**src/rtl/ula_seq.sv**
```systemverilog
// rtl/ula_seq.sv - registered ALU with start/done handshake and iterative multiply
//
// Purpose: executes add/sub/and-test/barrel-pass/or/slt in a single cycle, and
// a shift-add multiply over WIDTH cycles. Result and flags are registered and
// change only on the edge that raises done.
//
// Ports:
//   clock      in   rising-edge clock
//   reset      in   synchronous active-high reset
//   start      in   request, sampled only while busy is low
//   OPcode     in   000 add, 001 sub, 010 and-test, 011 barrel pass, 100 or,
//                   101 slt (signed), 110 mul (low WIDTH bits), 111 reserved
//   in_1       in   operand A
//   in_2       in   operand B
//   barrel_out in   barrel shifter output, used by 011
//   result     out  registered result
//   zero       out  result == 0
//   carry      out  add carry-out / sub borrow, else 0
//   overflow   out  signed overflow (add/sub), high product bits nonzero (mul)
//   negative   out  result MSB
//   busy       out  multiply in progress
//   done       out  one-cycle pulse when result/flags update
module ula_seq #(
  parameter int WIDTH  = 16,
  parameter bit MUL_EN = 1'b1
) (
  input  logic             clock,
  input  logic             reset,
  input  logic             start,
  input  logic [2:0]       OPcode,
  input  logic [WIDTH-1:0] in_1,
  input  logic [WIDTH-1:0] in_2,
  input  logic [WIDTH-1:0] barrel_out,
  output logic [WIDTH-1:0] result,
  output logic             zero,
  output logic             carry,
  output logic             overflow,
  output logic             negative,
  output logic             busy,
  output logic             done
);

  localparam int CW = $clog2(WIDTH) + 1;

  typedef enum logic {IDLE, MUL} state_t;

  state_t             state_q, state_d;
  logic [WIDTH-1:0]   result_q, result_d;
  logic               zero_q, zero_d;
  logic               carry_q, carry_d;
  logic               overflow_q, overflow_d;
  logic               negative_q, negative_d;
  logic               done_q, done_d;
  logic [2*WIDTH-1:0] acc_q, acc_d;
  logic [2*WIDTH-1:0] mcand_q, mcand_d;
  logic [WIDTH-1:0]   mplier_q, mplier_d;
  logic [CW-1:0]      cnt_q, cnt_d;

  logic               is_mul;
  logic [WIDTH:0]     sum_ext;
  logic [WIDTH:0]     diff_ext;
  logic [WIDTH-1:0]   alu_res;
  logic               alu_c;
  logic               alu_v;
  logic [2*WIDTH-1:0] acc_next;

  assign is_mul   = (OPcode == 3'b110) && MUL_EN;
  assign sum_ext  = {1'b0, in_1} + {1'b0, in_2};
  // The extra MSB of the difference is the unsigned borrow (in_1 < in_2).
  assign diff_ext = {1'b0, in_1} - {1'b0, in_2};

  always_comb begin
    alu_res = '0;
    alu_c   = 1'b0;
    alu_v   = 1'b0;
    case (OPcode)
      3'b000: begin
        alu_res = sum_ext[WIDTH-1:0];
        alu_c   = sum_ext[WIDTH];
        alu_v   = (in_1[WIDTH-1] == in_2[WIDTH-1]) &&
                  (alu_res[WIDTH-1] != in_1[WIDTH-1]);
      end
      3'b001: begin
        alu_res = diff_ext[WIDTH-1:0];
        alu_c   = diff_ext[WIDTH];
        alu_v   = (in_1[WIDTH-1] != in_2[WIDTH-1]) &&
                  (alu_res[WIDTH-1] != in_1[WIDTH-1]);
      end
      3'b010:  alu_res = {{(WIDTH-1){1'b0}}, |(in_1 & in_2)};
      3'b011:  alu_res = barrel_out;
      3'b100:  alu_res = in_1 | in_2;
      3'b101:  alu_res = {{(WIDTH-1){1'b0}}, ($signed(in_1) < $signed(in_2))};
      default: alu_res = '0;  // 110 without multiplier, 111 reserved
    endcase
  end

  always_comb begin
    state_d    = state_q;
    result_d   = result_q;
    zero_d     = zero_q;
    carry_d    = carry_q;
    overflow_d = overflow_q;
    negative_d = negative_q;
    done_d     = 1'b0;
    acc_d      = acc_q;
    mcand_d    = mcand_q;
    mplier_d   = mplier_q;
    cnt_d      = cnt_q;
    acc_next   = acc_q + (mplier_q[0] ? mcand_q : '0);

    case (state_q)
      IDLE: begin
        if (start) begin
          if (is_mul) begin
            mcand_d  = {{WIDTH{1'b0}}, in_1};
            mplier_d = in_2;
            acc_d    = '0;
            cnt_d    = '0;
            state_d  = MUL;
          end else begin
            result_d   = alu_res;
            zero_d     = (alu_res == '0);
            carry_d    = alu_c;
            overflow_d = alu_v;
            negative_d = alu_res[WIDTH-1];
            done_d     = 1'b1;
          end
        end
      end
      MUL: begin
        // Multiplicand is kept pre-shifted so iteration k adds in_1 << k.
        acc_d    = acc_next;
        mcand_d  = mcand_q << 1;
        mplier_d = mplier_q >> 1;
        cnt_d    = cnt_q + 1'b1;
        if (cnt_q == CW'(WIDTH - 1)) begin
          result_d   = acc_next[WIDTH-1:0];
          zero_d     = (acc_next[WIDTH-1:0] == '0);
          carry_d    = 1'b0;
          overflow_d = |acc_next[2*WIDTH-1:WIDTH];
          negative_d = acc_next[WIDTH-1];
          done_d     = 1'b1;
          state_d    = IDLE;
        end
      end
      default: state_d = IDLE;
    endcase
  end

  always_ff @(posedge clock) begin
    if (reset) begin
      state_q    <= IDLE;
      result_q   <= '0;
      zero_q     <= 1'b1;
      carry_q    <= 1'b0;
      overflow_q <= 1'b0;
      negative_q <= 1'b0;
      done_q     <= 1'b0;
      acc_q      <= '0;
      mcand_q    <= '0;
      mplier_q   <= '0;
      cnt_q      <= '0;
    end else begin
      state_q    <= state_d;
      result_q   <= result_d;
      zero_q     <= zero_d;
      carry_q    <= carry_d;
      overflow_q <= overflow_d;
      negative_q <= negative_d;
      done_q     <= done_d;
      acc_q      <= acc_d;
      mcand_q    <= mcand_d;
      mplier_q   <= mplier_d;
      cnt_q      <= cnt_d;
    end
  end

  assign result   = result_q;
  assign zero     = zero_q;
  assign carry    = carry_q;
  assign overflow = overflow_q;
  assign negative = negative_q;
  assign done     = done_q;
  assign busy     = (state_q == MUL);

endmodule

```
**config.mk**
```make
export PLATFORM = sky130hd
export DESIGN_NAME = ula_seq
export DESIGN_NICKNAME = d
export VERILOG_FILES = /design/src/rtl/ula_seq.sv
export SDC_FILE = /design/constraint.sdc
export NUM_CORES = 1
export LEC_CHECK = 0
export BUFFER_PORTS_ARGS = -buffer_cell sky130_fd_sc_hd__clkbuf_2
export CAP_MARGIN = 10
export CORE_ASPECT_RATIO = 0.5
export CORE_UTILIZATION = 30
export CTS_CLUSTER_DIAMETER = 200
export CTS_CLUSTER_SIZE = 10
export DETAILED_ROUTE_END_ITERATION = 8
export GPL_ROUTABILITY_DRIVEN = 1
export SYNTH_ARGS = -nofsm -noshare
export SYNTH_HDL_FRONTEND = slang
export SYNTH_SLANG_ARGS = --single-unit
```
**constraint.sdc**
```tcl
create_clock -name clock -period 6.6 [get_ports clock]
set_clock_uncertainty 0.15 [all_clocks]
set_input_delay 0.33 -clock clock [delete_from_list [all_inputs] [get_ports clock]]
set_output_delay 0.33 -clock clock [all_outputs]
set_load 0.01 [all_outputs]
```
# Word level (Yosys, flattened, before mapping)
# Index checks and enable logic that the tools add are counted.
op_classes:
  addsub: 4
  magnitude_cmp: 1
  n_eq_ne: 15
  n_mux: 44
  bitwise: 3
  reduce_logical: 9
op_table:
  columns: ["op", "count"]
  rows:
  - ["$mux 32", 5]
  - ["$pmux 32 s2", 2]
  - ["$pmux 16 s6", 1]
  - ["$mux 16", 5]
  - ["$pmux 16 s2", 2]
  - ["$add 32x32->32", 1]
  - ["$logic_not 16->1", 2]
  - ["$reduce_or 16->1", 2]
  - ["$mux 1", 18]
  - ["$add 16x16->17", 1]
  - ["$sub 16x16->17", 1]
  - ["$and 16x16->16", 1]
  - ["$lt 16x16->1", 1]
  - ["$or 16x16->16", 1]
  - ["$pmux 1 s2", 8]
  - ["$mux 5", 2]
  - ["$pmux 5 s2", 1]
  - ["$eq 3x3->1 const B", 3]
  - ["$eq 3x2->1 const B", 2]
  - ["$ne 2x2->1 const B", 3]
  - ["$add 5x1->5 const B", 1]
  - ["$eq 5x4->1 const B", 1]
  - ["$eq 3x1->1 const B", 1]
  - ["$logic_not 3->1", 1]
  - ["other kinds (7)", 10]
totals:
  register_bits: 107
  out_inout_bits: 22
  word_cells: 87

# Longest topological paths before layout
# Gate-level depths: netlist (run 1).
depth:
  depth_word: 7
  ltp_mapped: 14
  mapped_depth_nobuf: 14

# Least setup slack after synthesis (run 1)
# Ideal clock, no wire load.
synth_timing:
  path_kind: "register to register"
  from: "register mplier_q[0]"
  to: "register overflow_q, in the netlist overflow"
  setup_ns: 0.131
  t_arrival_ns: 3.802
  required_time_ns: 6.319
  path_slack_ns: 2.517
  stages_incl_launch_ff: 15
  n_path_buf: 1
  synth_period_minus_slack_ns: 4.083
  path_cell_list: "dfxtp_1 > clkbuf_1 > and2_1 > ha_1 > fa_1 > a21o_1 > a22o_1 > o211ai_1 > o211ai_2 > xor2_1 > or4_1 > or4_1 > or4b_1 > nor4_1 > nor3b_1"
synth_between:
  elab_chain_cells: 5
synth_rtl:
  columns: ["item", "line_no", "source"]
  rows:
  - ["from (decl)", "56", "logic [WIDTH-1:0] mplier_q, mplier_d;"]
  - ["from (signal assigned)", "173", "mplier_q <= mplier_d;"]
  - ["$mux 32", "109", "acc_next = acc_q + (mplier_q[0] ? mcand_q : '0);"]
  - ["$add 32x32->32", "109", null]
  - ["$reduce_or 16->1", "140", "overflow_d = |acc_next[2*WIDTH-1:WIDTH];"]
  - ["$mux 1", "136", "if (cnt_q == CW'(WIDTH - 1)) begin"]
  - ["$pmux 1 s2", "111", "case (state_q)"]
  - ["to (signal assigned)", "168", "overflow_q <= overflow_d;"]
  - ["to (decl)", "51", "logic overflow_q, overflow_d;"]
# Every way passes these cells. The select of a mux whose other input is x is not followed.
# A chain may end at the register's enable or synchronous reset.

# Worst setup path after layout (run 1)
# Ends and elaborated chain as after synthesis.

==> metrics.txt, run 1 <==
register area share after synthesis 25.81%; flop2flop setup slack 1840 ps; pwr/cell area 176.0 nW/um^2; final hold viol count 0; drt via density 5.611; clk buf depth 2; Worst path slowest cell dfxtp_1; layout overhead on the synthesized area 12.14%; CP startpoint kind flip-flop; TritonCTS clock tree done; n_diodes 0; beginning of the worst hold path in_1[0]; Hold EP mcand_q[0]; Placeable Area 26700 sq um; Yosys warning count 0; NumNets Final 1253; H-tree level count 3; clk_lat worst skew 360 ps; GP Congestion 0.9002; Starting Density 30.80%; Site Rows 42; DRT Pass-1 Iters 5; fillcell total 2874; HP Class primary input to flip-flop; outcome finished clean; CP Cell Sequence and2_1 -> ha_1 -> a211o_1 -> a21oi_1 -> o2111ai_1 -> a2111oi_2 -> o31ai_1 -> a221oi_1 -> xnor2_1 -> or3_1 -> nor4_1 -> nor3b_1; Hold Path Stages 3; DRC 0; DP Area 8879 sq um; top cells by area, synth dfxtp_1 (26%), ha_1 (13%), a21oi_1 (7.1%); Setup Crit Path Kind flip-flop to flip-flop; Slew Viols, Final 0; post-route minimum period 4758 ps; drt total wl 26610 um; Leak 0.003928 uW; Post-synth EDFFs 0; antenna viol nets, final 0; Tot GR Track Use 18.84%; clock sink count 106; total number of vias 8243; worst-path fanout max 33; Worst IR Drop VDD 0.00009849 V; Overflow after GRT 0; register area 2126 sq um; share of the synthesized area in the top cell type 25.81%; Fmax 0.2102 GHz; cts-stage hold buffer count 0; largest net degree at the start of global routing 66; Die H 119.1 um; worst reg2reg endpoint overflow; Primary FF master, synth dfxtp_1; DIE AREA 28110 sq um; setup_tns 0 ps; DP Worst Slack 1880 ps; CP required 6680 ps; RSZ-0062 raised after global routing false; fraction of registers with async set/reset 0%; WL/cell 18.11 um; dominant cell type by area after synthesis dfxtp_1; initial antenna violation count 0; layout cells sized above 1 10.12%; Total Power 1623 uW; fin area 9220 sq um; Final WS setup 1842 ps; Reg-to-Reg Start mplier_q[0]; fin crit share 72.09%; #FFs+latches synth 106; CTS buffer count 9; Root Buffer clkbuf_16; Avg Synthesized Cell Area 7.606 sq um; Resized cells post-CTS 0; r2r worst-path depth 12; Arr. time, crit path 4840 ps; Crit. Startpoint mplier_q[0]; Distinct cells, synth 73; Worst-path clk slew 70 ps; I/O pins 76; worst slew pin tran 1234 ps; IO buf count 75; setup repair bufs after CTS 0; Critical Path Max Stage Delay 1010 ps; vias in the first global route 7693; initial DRC count 694; Crit. End Element flip-flop; hpwl dp 19930 um; area taken by multi-input logic gates 5638 sq um; Post-Syn Nets 1222; first-pass GRT wire length 42320 um; mapped cell area 8222 sq um; Die X-Extent 236.1 um; Synth Instances 1081; max_cap viols 0; Slew HR 17.42%; endpoints failing setup 0
==> per-stage QoR <==
stage | std cells | hold WS [ps] | util (%)
floorplan | 1081 | 282.4 | -
global placement | 1453 | 289.8 | 33.26
detailed placement | 1453 | 297.8 | 33.26
CTS | 1469 | 110.1 | 34.54
global route | 1469 | 135.8 | 34.54
finish | 1469 | 119.3 | 34.54
==> cell usage after synthesis, drive strengths merged, types with 4 or more instances <==
master,n
o21bai,7
a21oi,118
nor4,11
clkbuf,55
inv,67
a221oi,7
o221ai,4
a21o,20
a311oi,6
a211oi,11
ha,84
or3,5
nand2,107
nor2,120
o31ai,7
nand4,11
nand2b,6
or4,8
o21ai,35
mux2i,11
and2,37
buf,6
nand3,15
nor3,17
o21a,6
a31oi,9
xnor2,22
dfxtp,106
o41ai,4
a221o,6
and3,9
a2111oi,4
o211ai,14
a22oi,67
xor2,11
==> cells by family after synthesis <==
family,Yosys count,share of synthesized area (%)
AO/OA/AOI/OAI,357,29.58
adder cells (fa/ha/maj),87,13.51
XOR/XNOR,33,3.607
flip-flops,106,25.81
buffers and inverters,128,5.890
multiplexers,11,1.339
AND/OR/NAND/NOR,359,20.26
==> cell type report <==
type,count,area share (%)
Timing Repair Buffer,81,4.587
Inverter,67,2.728
Clock inverter,7,1.262
Sequential cell,106,23.06
Clock buffer,9,2.443
Tap cell,352,4.777
Multi-Input combinational cell,847,61.15
==> flip-flops by register name, indices dropped and copies added, names as in the netlist <==
name	flops
result	15
acc_q	32
mplier_q	16
carry	1
busy	1
zero	1
cnt_q	5
mcand_q	32
overflow	1
done	1
negative	1
==> report_power, final <==
group / internal [uW] / total, uW / switching, uW / leakage [uW]
Clock: 371 / 627 / 256 / 0.000166
Combinational: 112 / 327 / 215 / 0.00290
Sequential: 654 / 669 / 14.7 / 0.000859
Total: 1140 / 1620 / 486 / 0.00393
==> how the worst max path moves through the flow <==
stage,to,cells past startpoint
after floorplan,overflow,14
after global placement,overflow,13
after detailed placement,overflow,13
after CTS,overflow,13
after global routing,overflow,12
final,overflow,12
==> worst max-delay path: cells and delay by family (launching register included) <==
family,cells,cell delay [ps]
flops,1,1010
compound gates,6,2090
fa+ha+maj,1,260
simple gates,4,970
xor+xnor,1,150
==> cells in the final DEF, fill, tap and decap left out, types with 4 or more instances in the layout <==
cell type  synthesis  final
clkbuf_16          0      9
nand2b_1           6      6
o21ai_1           11     11
mux2i_1           11     11
nand3_1           15     15
o41ai_1            4      4
o221ai_1           4      4
a22oi_1           67     67
dfxtp_1          106    105
nor2_1           120    119
ha_1              84     84
o21ai_0           24     24
buf_4              1      7
or3_1              5      5
nor3_1            17     16
a21o_1            20     20
o211ai_1          12     12
nand2_1          107    107
nand4_1           11     11
xor2_1            11     11
a21oi_1          117    117
a221oi_1           6      6
a311oi_1           5      5
o21bai_1           7      7
inv_1             67     67
o31ai_1            7      7
xnor2_1           21     21
a31oi_1            9      8
o21a_1             6      6
clkbuf_2           0     74
and2_1            37     37
a221o_1            6      6
or4_1              8      8
nor4_1            11     11
and3_1             9      9
a211oi_1          10     10
==> routing by layer <==
| layer | vias to the layer above | wire length (um) | track usage, % |
|---|---|---|---|
| met2 | 241 | 12100 | 30.53 |
| li1 | 3969 | - | - |
| met5 | - | 0 | 0 |
| met1 | 3994 | 12620 | 25.79 |
| met3 | 39 | 1328 | 2.990 |
| met4 | 0 | 560 | 5.270 |
Power figures use the tool's default switching activity.
==> inputs of run 2 (changes only) <==
==> constraint.sdc (replaced) <==
create_clock -name clock -period 3.86 [get_ports clock]
set_clock_uncertainty 0.15 [all_clocks]
set_input_delay 0.193 -clock clock [delete_from_list [all_inputs] [get_ports clock]]
set_output_delay 0.193 -clock clock [all_outputs]
set_load 0.01 [all_outputs]
==> run 2 against run 1 <==
Against the previous run:
- the flow now finishes with violations (setup timing)
- sequential share of layout area fell by 2.0 points
- clock power increased by 59%
- via count up 3.3%
- combinational power is 82% higher
- worst hold slack worse by 87 ps
- sequential power rose by 70%
- cell count increased by 6.3%
- non-clock buffer count grew 91
- die area is the same
- global-route usage is 0.43 points higher
- critical path depth is 1 higher
- critical endpoint unchanged
- largest cell class unchanged
==> metrics.txt, run 2 (same netlist as run 1, synthesis figures left out) <==
outcome complete, but fails checks; failing checks setup timing; IO buf count 75; CTS buffer count 9; H-tree level count 3; initial antenna violation count 2; Slew Viols, Final 0; vias in the first global route 7951; GP Congestion 0.9013; Leak 0.004372 uW; fin crit share 104.4%; Site Rows 42; hpwl dp 20920 um; Placeable Area 26700 sq um; fin area 10080 sq um; drt via density 5.455; clk buf depth 2; largest net degree at the start of global routing 57; Worst IR Drop VDD 0.0002200 V; Die H 119.1 um; clk_lat worst skew 360 ps; first-pass GRT wire length 43290 um; post-route minimum period 4029 ps; pwr/cell area 271.1 nW/um^2; Total Power 2732 uW; Die X-Extent 236.1 um; DRC 0; RSZ-0062 raised after global routing true; total number of vias 8516; Tot GR Track Use 19.27%; DIE AREA 28110 sq um; worst-path fanout max 4; Fmax 0.2482 GHz; CP startpoint kind flip-flop; Slew HR 23.88%; Worst-path clk slew 80 ps; antenna viol nets, final 0; endpoints failing setup 1; HP Class primary input to flip-flop; DP Area 9537 sq um; initial DRC count 697; clock sink count 106; CP required 3930 ps; max_cap viols 0; DP Worst Slack -229.9 ps; layout overhead on the synthesized area 22.60%; Final WS setup -168.7 ps; Crit. End Element flip-flop; setup_tns -168.7 ps; NumNets Final 1344; top flop regs acc_q x32, mcand_q x32, mplier_q x16; Setup Crit Path Kind flip-flop to flip-flop; final hold viol count 0; Layout Cells excl Fill 1561; WL/cell 17.58 um; most common cell after layout, fill and taps aside nor2_1; Starting Density 30.80%; worst slew pin tran 1138 ps; placed cells 1540; most frequent cells in the layout nor2_1 (119), a21oi_1 (111), nand2_1 (107); layout cells sized above 1 18.89%; drt total wl 27450 um; Root Buffer clkbuf_16; TritonCTS clock tree done; Arr. time, crit path 4100 ps; Overflow after GRT 0; I/O pins 76; DRT Pass-1 Iters 5
## run 2: per-layer routing
layer  wire length, um  vias up  track usage (%)
met3              1479       32            2.712
met5                 0        -                0
met4               566        0            6.005
met2             12670      272            31.51
li1                  -     4155                -
met1             12730     4057            26.15
## run 2: layout make-up
class	instances	area [sq um]
Antenna cell	2	5.005
Clock buffer	11	232.7
Clock inverter	4	77.57
Fill cell	2765	16620
Inverter	67	251.5
Multi-Input combinational cell	847	5833
Sequential cell	106	2127
Tap cell	352	440.4
Timing Repair Buffer	172	1112
## run 2: report_power, final
group	total (uW)	switching [uW]	internal [uW]
Sequential	1140	20.7	1120
Combinational	596	378	218
Clock	997	427	570
## run 2: timing repair
action | 4_1_cts | 5_1_grt
resized for setup | 6 | 24
buffers inserted | 0 | 3
pin swaps | 4 | 9
hold endpoints to repair | 1 | 0
endpoints found under the setup margin | 2 | 2
hold buffers | 1 | 0
## run 2: critical path: stages, from the launching register on
cell	delay [ps]
dfxtp_2	340
and2_1	160
ha_2	180
fa_2	360
a21o_1	190
a22o_1	240
o211ai_1	290
o211ai_2	160
xor2_1	180
or4_1	510
or4_1	390
or4b_1	490
nor4_2	170
nor3b_1	80
## run 2: worst paths after layout
| kind | startpoint | endpoint | slack, ps | cells after the start |
|---|---|---|---|---|
| setup / recovery | mplier_q[0] | overflow | -170 | 13 |
| hold / removal | in_2[15] | mplier_q[15] | 30 | 3 |
| setup reg to reg | mplier_q[0] | overflow | -170 | 13 |
| hold reg to reg | mplier_q[8] | mplier_q[8] | 310 | 2 |
## run 2: through the flow
stage          utilization (%)  hold WS (ps)
3_5_place_dp             35.72         296.9
3_3_place_gp             35.72         288.7
2_1_floorplan                -         191.3
5_1_grt                  37.76         48.79
4_1_cts                  37.05         30.69
6_report                 37.76         32.08
==> inputs of run 3 (changes only) <==
--- a/config.mk
+++ b/config.mk
@@ -8,7 +8,7 @@
 export BUFFER_PORTS_ARGS = -buffer_cell sky130_fd_sc_hd__clkbuf_2
 export CAP_MARGIN = 10
 export CORE_ASPECT_RATIO = 0.5
-export CORE_UTILIZATION = 30
+export CORE_UTILIZATION = 35
 export CTS_CLUSTER_DIAMETER = 200
 export CTS_CLUSTER_SIZE = 10
 export DETAILED_ROUTE_END_ITERATION = 8
==> run 3 against run 2 <==
Against the previous run:
- the run still ends with setup timing left
- design area down 3.0%
- global-route usage grew 2.6 points
- register-to-register slack gained 70 ps
- critical path depth unchanged
- critical path type unchanged
==> metrics.txt, run 3 (same netlist as run 1, synthesis figures left out) <==
outcome complete, but fails checks; failing checks setup timing; worst slew pin tran 719.5 ps; Arr. time, crit path 4050 ps; CTS buffer count 9; CP Cell Sequence and2_4 -> ha_2 -> fa_2 -> a21o_1 -> a22o_1 -> o211ai_1 -> o211ai_2 -> xor2_1 -> or4_1 -> or4_1 -> or4b_4 -> nor4_4 -> nor3b_1; Reg-to-Reg Start mplier_q[0]; Layout Cells excl Fill 1493; antenna viol nets, final 0; P_sw 896.0 uW; Tot GR Track Use 21.88%; DP Area 9363 sq um; endpoints failing setup 1; H-tree level count 3; GP Congestion 0.9123; CP bufs+invs 0; hpwl dp 19620 um; Sw Ratio 33.22%; clk buf depth 2; final hold slack 4.003 ps; Starting Density 35.85%; IO buf count 75; Crit. End Element flip-flop; fillcell total 2354; flop2flop setup slack -100 ps; clk_lat worst skew 380 ps; most common cell after layout, fill and taps aside nor2_1; CP Depth 13; CP startpoint kind flip-flop; worst-path fanout max 4; DP Worst Slack -187.4 ps; I/O pins 76; r2r worst-path depth 13; HP Class primary input to flip-flop; pwr/cell area 275.9 nW/um^2; initial antenna violation count 0; crit path to overflow; DRC 0; most frequent CP cell or4_1; CP top delay family simple AND/OR/NAND/NOR gates; Slew Viols, Final 0; top flop regs acc_q x32, mcand_q x32, mplier_q x16; Leak 0.004292 uW; DRT Pass-1 Iters 5; vias in the first global route 7781; Site Rows 39; RSZ-0062 raised after global routing true; Worst path slowest cell or4_1; Setup Crit Path Kind flip-flop to flip-flop; Internal Dissipation 1801 uW; drt total wl 26210 um; Worst-path clk slew 90 ps; n_diodes 0; Slew HR 52.03%; post-route minimum period 3956 ps; Clock power frac 35.8%; Overflow after GRT 0; largest net degree at the start of global routing 74; Final WS setup -95.65 ps; Logic pwr share 21.9%; layout overhead on the synthesized area 18.90%; Placeable Area 22930 sq um; worst reg2reg endpoint overflow; Worst IR Drop VDD 0.0001701 V; DIE AREA 24140 sq um; drt via density 5.656; setup_tns -95.65 ps; final hold viol count 0; Die H 110.4 um; fin crit share 102.5%; part of the power in registers 42.3%; first-pass GRT wire length 41680 um; most frequent cells in the layout nor2_1 (119), a21oi_1 (116), nand2_1 (107); TritonCTS clock tree done; max_cap viols 0; fin area 9776 sq um; Fmax 0.2528 GHz; initial DRC count 537; Crit. Startpoint mplier_q[0]; WL/cell 17.55 um; Critical Path Max Stage Delay 510 ps; clock sink count 106; CP required 3960 ps; Root Buffer clkbuf_16; Die X-Extent 218.8 um; layout cells sized above 1 16.36%; NumNets Final 1322; placed cells 1475; total number of vias 8445
==> run 3: cell types whose count changed in the layout (fill, tap and decap cells not counted), sizes merged <==
cell and delta:
dlygate4sd3 +1, diode -2, bufinv -2, buf -23, inv +2, clkinv +3
clkbuf -2
==> run 3: layer usage <==
layer	vias to the layer above	share of wire, %	GRT usage [%]
li1	4102	-	-
met1	4083	49	30.28
met2	220	45	35.28
met3	40	4.4	3.210
met4	0	1.9	6.448
met5	-	0	0
==> run 3: layout make-up <==
type	instances	area, sq um	area share, %
Clock buffer	9	225.2	2.304
Clock inverter	7	81.33	0.8319
Inverter	67	251.5	2.573
Multi-Input combinational cell	847	5723	58.54
Sequential cell	106	2127	21.76
Tap cell	307	384.1	3.929
Timing Repair Buffer	150	983.4	10.06
==> run 3: how the worst min path moves through the flow <==
stage	startpoint	to	slack [ps]	cells after the start
after floorplan	in_1[0]	mcand_q[0]	190	2
after global placement	mplier_q[11]	mplier_q[11]	290	2
after detailed placement	result[2]	result[2]	300	2
after CTS	in_2[10]	mplier_q[10]	3	3
after global routing	in_2[10]	mplier_q[10]	20	3
final	in_2[10]	mplier_q[10]	4	3
==> run 3: through the flow <==
step | util [%] | power (uW)
2_1_floorplan | - | 1513
3_3_place_gp | 40.82 | 1729
3_5_place_dp | 40.82 | 1738
4_1_cts | 42.26 | 2707
5_1_grt | 42.62 | 2818
6_report | 42.62 | 2697
==> run 3: worst reg2reg max path: cells and delay by family (launching register included) <==
family / cells / cell delay (ps)
compound gates: 4 / 810
xor+xnor: 1 / 170
fa+ha+maj: 2 / 520
flops: 1 / 350
simple gates: 6 / 1800
==> run 3: repair_timing <==
action	4_1_cts	5_1_grt
pin swaps	4	4
gates resized for setup	2	13
hold endpoints to repair	2	0
hold buffers	2	0
endpoints found under the setup margin	2	4
cloned	0	0
buffers inserted	0	0
==> run 3: power by group through the flow <==
stage                     sequential, uW  combinational, uW  clock, uW
after floorplan                     1160                348          0
after global placement              1170                564          0
after detailed placement            1170                572          0
after CTS                           1140                577        990
after global routing                1140                645       1030
final                               1140                592        966
